==> config.mk <==
export PLATFORM = sky130hd
export DESIGN_NAME = pe_kmac
export DESIGN_NICKNAME = d
export VERILOG_FILES = /design/src/rtl/pe_pkg.sv /design/src/rtl/pe_round_sat.sv /design/src/rtl/pe_kmac.sv
export SDC_FILE = /design/constraint.sdc
export NUM_CORES = 1
export LEC_CHECK = 0
export BUFFER_PORTS_ARGS = -buffer_cell sky130_fd_sc_hd__clkbuf_2
export CORE_MARGIN = 5
export CORE_UTILIZATION = 40
export DETAILED_ROUTE_END_ITERATION = 6
export HOLD_SLACK_MARGIN = 0.1
export PLACE_DENSITY = 0.58
export SETUP_SLACK_MARGIN = 0.3
export SLEW_MARGIN = 20
export SYNTH_ARGS = -nofsm -noshare
export SYNTH_HDL_FRONTEND = slang
export SYNTH_SLANG_ARGS = --single-unit
==> constraint.sdc <==
create_clock -name clk -period 11.4 [get_ports clk]
set_input_delay 1.71 -clock clk [delete_from_list [all_inputs] [get_ports clk]]
set_output_delay 1.71 -clock clk [all_outputs]
set_load 0.01 [all_outputs]
==> src/rtl/pe_pkg.sv <==
// Shared definitions for the processing-element family.
//   - acc_width_ok : elaboration-time check of the accumulator width
//   - round_sat    : round-half-up and saturate a wide signed sum to BW bits
//   - rs_t         : round/saturate result {data, sat}
package pe_pkg;

  // Widest sum and result that round_sat handles. Callers sign-extend into
  // RS_MAX_W and take the low BW bits of data.
  localparam int RS_MAX_W  = 128;
  localparam int RS_DATA_W = 64;

  typedef struct packed {
    logic [RS_DATA_W-1:0] data;
    logic                 sat;
  } rs_t;

  // The accumulator must hold K_MAX full-scale products without wrapping.
  function automatic bit acc_width_ok(input int accw, input int bw, input int k_max);
    return (accw >= 2 * bw + $clog2(k_max)) && (accw <= RS_MAX_W) && (bw < RS_DATA_W);
  endfunction

  // sum is a signed fixed-point value with 2*frac fractional bits. Rounds
  // half-up to frac fractional bits, then clamps to the signed bw-bit range.
  function automatic rs_t round_sat(input logic signed [RS_MAX_W-1:0] sum,
                                    input int bw, input int frac);
    logic signed [RS_MAX_W-1:0] half;
    logic signed [RS_MAX_W-1:0] r;
    logic signed [RS_MAX_W-1:0] hi;
    logic signed [RS_MAX_W-1:0] lo;
    rs_t res;
    half = 128'sd1 <<< (frac - 1);
    r    = (sum + half) >>> frac;
    hi   = (128'sd1 <<< (bw - 1)) - 128'sd1;
    lo   = -(128'sd1 <<< (bw - 1));
    res.sat = 1'b0;
    if (r > hi) begin
      res.data = hi[RS_DATA_W-1:0];
      res.sat  = 1'b1;
    end else if (r < lo) begin
      res.data = lo[RS_DATA_W-1:0];
      res.sat  = 1'b1;
    end else begin
      res.data = r[RS_DATA_W-1:0];
    end
    return res;
  endfunction

endpackage

==> src/rtl/pe_round_sat.sv <==
// Combinational ACCW -> BW round-half-up and saturate.
//   sum  : signed accumulator value, 2*FRAC fractional bits
//   data : rounded, clamped BW-bit result, FRAC fractional bits
//   sat  : the clamp changed the value
module pe_round_sat
  import pe_pkg::*;
#(
  parameter int BW   = 16,
  parameter int FRAC = 15,
  parameter int ACCW = 48
) (
  input  logic signed [ACCW-1:0] sum,
  output logic        [BW-1:0]   data,
  output logic                   sat
);

  rs_t  rs;
  logic unused_hi;

  // Size cast of a signed operand sign-extends.
  assign rs        = round_sat(RS_MAX_W'(sum), BW, FRAC);
  assign data      = rs.data[BW-1:0];
  assign sat       = rs.sat;
  assign unused_hi = ^rs.data[RS_DATA_W-1:BW];

endmodule

==> src/rtl/pe_kmac.sv <==
// Systolic processing element with a programmable-length dot product.
//   clk, rst              : clock, async active-high reset
//   a_in, b_in, in_valid  : operand pair from west / north
//   a_out, b_out, out_valid : operands registered and forwarded east / south
//   acc_clr               : abort the current tile, clear ovf_err
//   k_len                 : products per tile (0 -> 1, clamp at K_MAX)
//   res_data, res_sat, res_valid, res_ready : one-entry result port
//   ovf_err               : sticky, a completed result was dropped
//   busy                  : tile in progress
module pe_kmac
  import pe_pkg::*;
#(
  parameter int BW    = 16,
  parameter int FRAC  = 15,
  parameter int K_MAX = 64,
  parameter int ACCW  = 48,
  parameter int KW    = $clog2(K_MAX + 1)
) (
  input  logic          clk,
  input  logic          rst,
  input  logic [BW-1:0] a_in,
  input  logic [BW-1:0] b_in,
  input  logic          in_valid,
  output logic [BW-1:0] a_out,
  output logic [BW-1:0] b_out,
  output logic          out_valid,
  input  logic          acc_clr,
  input  logic [KW-1:0] k_len,
  output logic [BW-1:0] res_data,
  output logic          res_sat,
  output logic          res_valid,
  input  logic          res_ready,
  output logic          ovf_err,
  output logic          busy
);

  if (!acc_width_ok(ACCW, BW, K_MAX)) begin : g_bad_accw
    $error("pe_kmac: ACCW too small for BW and K_MAX");
  end
  if (FRAC < 1 || FRAC > BW - 1) begin : g_bad_frac
    $error("pe_kmac: FRAC out of range");
  end

  logic signed [BW-1:0]   a_reg;
  logic signed [BW-1:0]   b_reg;
  logic                   v_reg;
  logic signed [ACCW-1:0] acc;
  logic        [KW-1:0]   cnt;
  logic        [KW-1:0]   k_lat;

  logic signed [2*BW-1:0] prod;
  logic signed [ACCW-1:0] sum;
  logic        [KW-1:0]   k_eff;
  logic        [KW-1:0]   k_cur;
  logic                   last;
  logic                   done;
  logic        [BW-1:0]   rs_data;
  logic                   rs_sat;

  assign prod = a_reg * b_reg;
  assign sum  = acc + ACCW'(prod);

  // NOTE: every always_comb output gets a value on every path; a missing
  // branch would infer a latch.
  always_comb begin
    if (k_len == '0)                k_eff = KW'(1);
    else if (k_len > KW'(K_MAX))    k_eff = KW'(K_MAX);
    else                            k_eff = k_len;
    // The first product of a tile uses the live k_len; later ones use the
    // value latched with that first product.
    k_cur = (cnt == '0) ? k_eff : k_lat;
  end

  assign last = (cnt == k_cur - KW'(1));
  assign done = v_reg && !acc_clr && last;

  pe_round_sat #(.BW(BW), .FRAC(FRAC), .ACCW(ACCW)) u_round_sat (
    .sum  (sum),
    .data (rs_data),
    .sat  (rs_sat)
  );

  // NOTE: sequential state uses non-blocking assignments so every register
  // sees the pre-edge values of the others, independent of statement order.
  always_ff @(posedge clk or posedge rst) begin
    if (rst) begin
      a_reg     <= '0;
      b_reg     <= '0;
      v_reg     <= 1'b0;
      acc       <= '0;
      cnt       <= '0;
      k_lat     <= KW'(1);
      res_data  <= '0;
      res_sat   <= 1'b0;
      res_valid <= 1'b0;
      ovf_err   <= 1'b0;
    end else begin
      a_reg <= a_in;
      b_reg <= b_in;
      v_reg <= in_valid;

      if (acc_clr) begin
        acc     <= '0;
        cnt     <= '0;
        ovf_err <= 1'b0;
      end else if (v_reg) begin
        if (cnt == '0) k_lat <= k_eff;
        if (last) begin
          acc <= '0;
          cnt <= '0;
        end else begin
          acc <= sum;
          cnt <= cnt + KW'(1);
        end
      end

      // Completion with a full, stalled holding register drops the new
      // result; the held one is never overwritten.
      if (done) begin
        if (!res_valid || res_ready) begin
          res_data  <= rs_data;
          res_sat   <= rs_sat;
          res_valid <= 1'b1;
        end else begin
          ovf_err <= 1'b1;
        end
      end else if (res_ready) begin
        res_valid <= 1'b0;
      end
    end
  end

  assign a_out     = a_reg;
  assign b_out     = b_reg;
  assign out_valid = v_reg;
  assign busy      = (cnt != '0);

endmodule

==> impl_metrics.json <==
{
  "cap_viol_max_count": 0,
  "grt.overflow.total": 0,
  "yosysSeqAreaShare_pct": 14.7,
  "post_cts.repair.setup_buffers": 0,
  "cp_num_buf_inv": 5,
  "ys_async_sr_fraction_pct": 100,
  "busiest_layer": "met2",
  "synth_top_cell_area_share_pct": 37.2,
  "cts_made_buffers": 17,
  "grt_pass1_wl_um": 88300,
  "fin_crit_sh_pct": 85.0,
  "wire_per_inst_um": 19.1,
  "final_cell_count_no_fill": 2769,
  "vias": 14500,
  "layout_common_cells": "inv_1 (405), fa_1 (361), nand2_1 (220)",
  "drc": 0,
  "maxClockFrequency_mhz": 103,
  "track_usage_pct": 21.0,
  "netlist_instances": 2086,
  "status": "completed",
  "ys.flop_type": "dfrtp_1",
  "antenna_left": 0,
  "dp_cells": 2737,
  "area_growth_pct": 8.56,
  "synth_top_area_cell": "fa_1",
  "start_kind": "register",
  "port_buffers": 96,
  "numClockSinks": 114,
  "maxSlewViolCount": 0,
  "rows": 80,
  "synth-edff-count": 0,
  "finClkSkew_ns": 0.0164,
  "fin_nets": 2682,
  "met2_usage_pct": 33.1,
  "tightest_slew_ns": 0.825,
  "ios": 97,
  "die-height_um": 231,
  "insertion_delay_ns": 0.48,
  "dp_hpwl_um": 42800,
  "h-tree-depth": 4,
  "setup_tns_ns": 0,
  "cp-end-kind": "register",
  "hold_violations": 0,
  "rsz0062_at_grt": "false",
  "drtIter0Drc": 778,
  "max_slew_margin_pct": 44.9,
  "met3_usage_pct": 3.74,
  "syn-cell-area_um2": 19500,
  "insertedDiodeCount": 0,
  "regArea_um2": 2850,
  "dieArea_um2": 53200,
  "yosys-top-cells-area": "fa_1 (37%), dfrtp_1 (15%), ha_1 (8.7%)",
  "fillerInstances": 4710,
  "syn_nets": 2627,
  "cts_buffer_depth": 2,
  "met1_usage_pct": 30.0,
  "multiInputGateArea_um2": 14800,
  "avgSynthCellArea_um2": 9.33,
  "crit_path_max_fanout": 17,
  "setup_viol": 0,
  "max_stage_delay_ns": 0.81,
  "start_util_pct": 40.6,
  "first_pass_iters": 7,
  "slowest_stage": "fa_1",
  "grt_antenna_before_repair": 0,
  "core_area_um2": 47900,
  "ys_warn_count": 0,
  "cts_tree": "built",
  "critPathKind": "register to register",
  "grt_max_degree": 68,
  "ys_ff_latch": 114,
  "holdWs_ns": 0.489,
  "layout_min_cycle_time_ns": 9.69,
  "ctsRootBufferMaster": "clkbuf_16",
  "postCtsHoldBufs": 0,
  "required_ns": 11.79,
  "critPathArrivalTime_ns": 10.08,
  "clk_pin_slew_ns": 0.07,
  "critical-path-top-delay-family": "adder cells",
  "yosys.cell_types.count": 84,
  "gp_congestion": 0.873,
  "final_common_cell": "inv_1",
  "layout-drive-gt1-share_pct": 8.12,
  "hp-class": "register to register",
  "viasPerCell": 5.24,
  "grt_pass1_vias": 15700,
  "ctsResizeCount": 0,
  "die_w_um": 231,
  "wl_um": 52800
}
==> worst paths after layout <==
check | from | endpoint | slack, ns | cells past startpoint
max | b_out[1] | res_data[13] | 1.71 | 26
min | k_lat[6] | k_lat[6] | 0.49 | 2
max reg2reg | b_out[1] | res_data[13] | 1.71 | 26
min reg2reg | k_lat[6] | k_lat[6] | 0.49 | 2
max in group asynchronous | rst | b_out[5] | 8.96 | 3
min in group asynchronous | rst | acc[39] | 1.30 | 2
==> metal layers <==
| metal | share of wire (%) | vias up | routed length, um |
|---|---|---|---|
| met1 | 47 | 7304 | 24800 |
| met4 | 1.9 | 0 | 1020 |
| met5 | 0 | - | 0 |
| li1 | - | 6757 | - |
| met3 | 5.0 | 63 | 2630 |
| met2 | 46 | 389 | 24400 |
==> cells in the mapped netlist, types with 17 or more instances <==
cell type,count
inv_1,406
fa_1,362
nand2_1,220
ha_1,135
and2_1,131
dfrtp_1,113
nor2_1,92
a21oi_1,82
o21ai_0,77
clkbuf_1,58
xnor2_1,48
a22o_1,26
nand3_1,25
o21ai_1,20
xor2_1,20
nand4_1,19
and3_1,17
nor3_1,17
==> layout make-up <==
class                   count  share of cell area (%)
multi-input cells        1493                    70.1
flip-flops and latches    114                    13.5
inverters                 406                    7.23
well taps                 615                    3.64
repair buffers            109                    2.75
clock buffers              18                    2.08
clock inverters            14                   0.728
==> worst register-to-register path, cell delays in order (launching register included) <==
cell	delay, ns
dfrtp_1	0.59
nand2_1	0.26
inv_1	0.10
fa_2	0.59
inv_1	0.15
fa_1	0.82
fa_1	0.58
fa_1	0.76
inv_1	0.43
fa_1	0.66
inv_1	0.06
fa_1	0.53
inv_1	0.04
ha_1	0.40
nand2_1	0.13
o21ai_1	0.43
nor2_1	0.08
nand2_1	0.08
mux2i_1	0.11
a2111oi_4	0.63
nand4_2	0.25
nor4_2	0.51
a32o_1	0.24
a22oi_1	0.09
nor4_4	0.73
o21ai_0	0.18
a21oi_1	0.20
==> per-stage QoR <==
| stage | instance area [um2] | setup WS, ns | util [%] |
|---|---|---|---|
| 2_1_floorplan | 19500 | 2.68 | - |
| 3_3_place_gp | 20500 | 1.84 | 42.8 |
| 3_5_place_dp | 20500 | 1.73 | 42.8 |
| 4_1_cts | 21100 | 1.62 | 44.1 |
| 5_1_grt | 21100 | 1.03 | 44.1 |
| 6_report | 21100 | 1.71 | 44.1 |
==> cell families after synthesis <==
group / synth area share (%)
buffers and inverters: 9.34
DFF: 14.7
AOI/OAI and AO/OA: 11.4
muxes: 0.489
xor gates and xnor gates: 3.06
and+or+nand+nor: 15.1
adders and majority gates: 45.9
==> sequential cells by signal, indices dropped and copies added, names as in the netlist <==
signal     count
a_out         16
res_data      16
k_lat          7
acc           48
out_valid      1
b_out         16
ovf_err        1
res_valid      1
cnt            7
res_sat        1
Power is not shown: default switching activity piles up to over one toggle a cycle in this logic, so the estimate is an artifact.
